**src/rtl/if_fetch_stage.sv**
```systemverilog
// rtl/if_fetch_stage.sv - instruction fetch stage: PC, IF/ID register, stall/flush/redirect/halt control
module if_fetch_stage #(
  parameter int                    ADDR_WIDTH = 8,
  parameter int                    DATA_WIDTH = 16,
  parameter logic [ADDR_WIDTH-1:0] RESET_PC   = '0,
  parameter logic [DATA_WIDTH-1:0] HALT_INSTR = {DATA_WIDTH{1'b1}}
) (
  input  logic                  clk,
  input  logic                  rst_n,
  input  logic                  stall,
  input  logic                  flush,
  input  logic                  redirect_valid,
  input  logic [ADDR_WIDTH-1:0] redirect_pc,
  output logic [ADDR_WIDTH-1:0] imem_addr,
  input  logic [DATA_WIDTH-1:0] imem_instr,
  output logic                  if_valid,
  output logic [DATA_WIDTH-1:0] if_instr,
  output logic [ADDR_WIDTH-1:0] if_pc,
  output logic                  halted
);

  typedef enum logic {RUN, HALTED} state_t;

  state_t                state;
  logic [ADDR_WIDTH-1:0] pc;

  // Memory is asynchronous, so the PC register addresses it directly.
  assign imem_addr = pc;

  always_ff @(posedge clk or negedge rst_n) begin
    if (!rst_n) begin
      state    <= RUN;
      pc       <= RESET_PC;
      if_valid <= 1'b0;
      if_instr <= '0;
      if_pc    <= '0;
      halted   <= 1'b0;
    end else if (redirect_valid) begin
      pc       <= redirect_pc;
      if_valid <= 1'b0;
      state    <= RUN;
      halted   <= 1'b0;
    end else if (flush) begin
      // PC holds so the squashed slot's instruction is refetched.
      if_valid <= 1'b0;
    end else if (!stall) begin
      case (state)
        RUN: begin
          if_instr <= imem_instr;
          if_pc    <= pc;
          if_valid <= 1'b1;
          if (imem_instr == HALT_INSTR) begin
            state  <= HALTED;
            halted <= 1'b1;
          end else begin
            pc <= pc + 1'b1;
          end
        end
        HALTED: begin
          if_valid <= 1'b0;
        end
        default: begin
          state  <= RUN;
          halted <= 1'b0;
        end
      endcase
    end
  end

endmodule

```
**config.mk**
```make
export PLATFORM = sky130hd
export DESIGN_NAME = if_fetch_stage
export DESIGN_NICKNAME = d
export VERILOG_FILES = /design/src/rtl/if_fetch_stage.sv
export SDC_FILE = /design/constraint.sdc
export NUM_CORES = 1
export LEC_CHECK = 0
export ABC_AREA = 1
export BUFFER_PORTS_ARGS = -buffer_cell sky130_fd_sc_hd__buf_2
export CAP_MARGIN = 20
export CORE_MARGIN = 4
export CORE_UTILIZATION = 49
export CTS_CLUSTER_SIZE = 40
export DETAILED_ROUTE_END_ITERATION = 8
export HOLD_SLACK_MARGIN = 0.06
export PLACE_DENSITY_LB_ADDON = 0.25
export RECOVER_POWER = 25
export SLEW_MARGIN = 20
export SYNTH_ARGS = -nofsm -noshare
export SYNTH_HDL_FRONTEND = slang
export SYNTH_SLANG_ARGS = --single-unit
```
**constraint.sdc**
```tcl
create_clock -name clk -period 2.92 [get_ports clk]
set_input_delay 0.584 -clock clk [delete_from_list [all_inputs] [get_ports clk]]
set_output_delay 0.584 -clock clk [all_outputs]
set_load 0.1 [all_outputs]
```
==> impl_metrics.json <==
{
  "status": "finished with violations",
  "violations": "max-capacitance violations, max-slew violations",
  "arrival_ps": 1340,
  "syn_area_mm2": 0.00168,
  "synth_nets": 240,
  "syn2layout_area_growth_pct": 24.0,
  "antenna_found_initial": 0,
  "clk-insertion-delay-late_ps": 340,
  "cts.clk_slew.worst_paths_ps": 110,
  "path_cells": "buf_2",
  "final_cell_mix": "nand2_1 (105), buf_2 (61), dfrtp_1 (35)",
  "core_mm2": 0.00315,
  "grt_pass1_vias": 1359,
  "crit_path_end": "imem_addr[2]",
  "synth_cell_type_count": 23,
  "critPathSlowestCell": "dfrtp_1",
  "whs_ps": 439,
  "crit_cells": 1,
  "end_kind": "output port",
  "clock.fmax_mhz": 521,
  "root_buffer": "clkbuf_4",
  "critPathKind": "reg -> out",
  "num_antenna_cells": 0,
  "numCtsBuffers": 5,
  "crit_start": "imem_addr[2]",
  "cts_resized": 0,
  "r2r-start": "imem_addr[1]",
  "antenna_left": 0,
  "reg2reg_to": "imem_addr[4]",
  "reg2reg_depth": 6,
  "vias_per_cell": 4.88,
  "register_area_um2": 876,
  "io_pins": 63,
  "wl_per_cell_um": 11.9,
  "die-width_um": 66.5,
  "fin_skew_ps": 6.45,
  "slew_headroom_pct": -18.7,
  "cp_slowest_stage_delay_ps": 510,
  "required_ps": 2340,
  "placementRows": 20,
  "yosysTopAreaCellShare_pct": 52.3,
  "totalNegativeSetupSlack_ps": 0,
  "port_buffers": 62,
  "layout_commonest_cell": "nand2_1",
  "min_period_ps": 1920,
  "fillers": 296,
  "drc": 0,
  "cts_hold_buf": 0,
  "die_y_um": 66.5,
  "start_util_pct": 53.1,
  "hold_viol": 0,
  "avgSynthCellArea_um2": 7.98,
  "ys_seq_elements": 35,
  "post-route-util_pct": 65.9,
  "place.gp.congestion": 0.885,
  "grt_pass1_wl_um": 6270,
  "postSynthCellCount": 210,
  "worstSetupStartpointType": "flop",
  "die-area_mm2": 0.00442,
  "hpwl_um": 2800,
  "vias": 1541,
  "clock_sinks": 35,
  "grt_usage_pct": 18.9,
  "grt_max_degree": 36,
  "fin_crit_sh_pct": 65.8,
  "r2r_setup_slack_ps": 1620,
  "critPathBufInv": 1,
  "path_max_fanout": 9,
  "yosysTopAreaCell": "dfrtp_1",
  "peakVddDrop_mv": 0.458,
  "post_cts_buffers": 0,
  "critical-path-top-delay-family": "flip-flops",
  "report.final.slew_viol_count": 36,
  "p_per_area_mw_per_mm2": 864,
  "layout-drive-gt1-share_pct": 30.1,
  "cts_max_path_buffers": 2,
  "tightest_slew_ps": 1780,
  "drt_iter0_drc": 121,
  "overflow": 0,
  "setup_violations": 0,
  "multi_input_area_um2": 712,
  "drv_cap": 1,
  "num-nets-final": 301,
  "synth_area_leaders": "dfrtp_1 (52%), nand2_1 (24%), nand3_1 (5.1%), o21ai_1 (2.7%), buf_2 (1.8%)",
  "finalWirelength_um": 3770,
  "htreeDepth": 2,
  "cts_tree": "built",
  "ys_seq_area_share_pct": 52.3,
  "hold_class": "in -> reg",
  "yosys_warnings": 0,
  "firstDrtPassIters": 4,
  "power_leakage_uw": 0.00118,
  "rsz0062_at_grt": "false"
}
## layout make-up
type	instances	area share [%]
Clock inverter	2	1.69
Tap cell	44	2.65
Inverter	9	1.87
Sequential cell	35	42.2
Timing Repair Buffer	62	14.9
Clock buffer	6	2.47
Multi-Input combinational cell	158	34.3
## synthesized netlist by cell type (all sizes together)
| master | count |
|---|---|
| dfrtp | 35 |
| a22o | 1 |
| ha | 1 |
| nand4 | 1 |
| nand3 | 17 |
| nand2 | 109 |
| a31oi | 2 |
| buf | 8 |
| nor2 | 13 |
| inv | 9 |
| or2 | 1 |
| a21oi | 1 |
| o21ai | 12 |
## worst register-to-register path, cell delays in order (launching register included)
cell     delay (ps)
dfrtp_1         460
ha_1            260
nand2_1         110
o21ai_0         170
a31oi_1          90
nand2_1          70
nand2_1          40
## routing by layer
metal  wire length (um)  up-vias  global-route usage [%]  share of wire (%)
met1               1760      695                    25.5                 47
met4                 70        0                    9.14                1.9
met3                298        7                    4.89                7.9
li1                   -      781                       -                  -
met5                  0        -                       0                  0
met2               1640       58                    28.1                 43
## report_power, final
| part | switching [uW] | internal [uW] | leakage [uW] |
|---|---|---|---|
| Sequential | 56.0 | 558 | 0.000442 |
| Combinational | 694 | 118 | 0.000686 |
| Clock | 165 | 202 | 0.0000482 |
| Total | 915 | 879 | 0.00118 |
## registers in the layout, summed over array words and instances (netlist names)
register	flops
if_instr	16
if_pc	8
imem_addr	8
halted	1
if_valid	1
state	1
## through the flow
| step | worst slack (ps) | instance area [um^2] | std cells | total power, uW |
|---|---|---|---|---|
| floorplan | 1050 | 1680 | 210 | 1290 |
| global placement | 1230 | 1990 | 308 | 1430 |
| detailed placement | 1180 | 1990 | 308 | 1440 |
| CTS | 992 | 2080 | 316 | 1810 |
| global route | 753 | 2080 | 316 | 1870 |
| finish | 1000 | 2080 | 316 | 1790 |
## how the worst min path moves through the flow
stage	startpoint	endpoint	depth (start not counted)
5_1_grt	imem_instr[4]	if_instr[4]	3
2_1_floorplan	rst_n	halted	0
3_3_place_gp	if_instr[6]	if_instr[6]	2
3_5_place_dp	if_instr[0]	if_instr[0]	2
4_1_cts	rst_n	if_instr[7]	1
6_report	imem_instr[8]	if_instr[8]	3
## cell families (layout without fill, tap and decap cells)
| group | count (synthesis) | in the layout | synth area share (%) |
|---|---|---|---|
| buffers and inverters | 17 | 79 | 5.23 |
| AOI/OAI and AO/OA | 16 | 16 | 5.83 |
| adders and majority gates | 1 | 1 | 0.747 |
| DFF | 35 | 35 | 52.3 |
| and+or+nand+nor | 141 | 141 | 35.9 |
No activity file was read; power rests on OpenSTA's default activity.
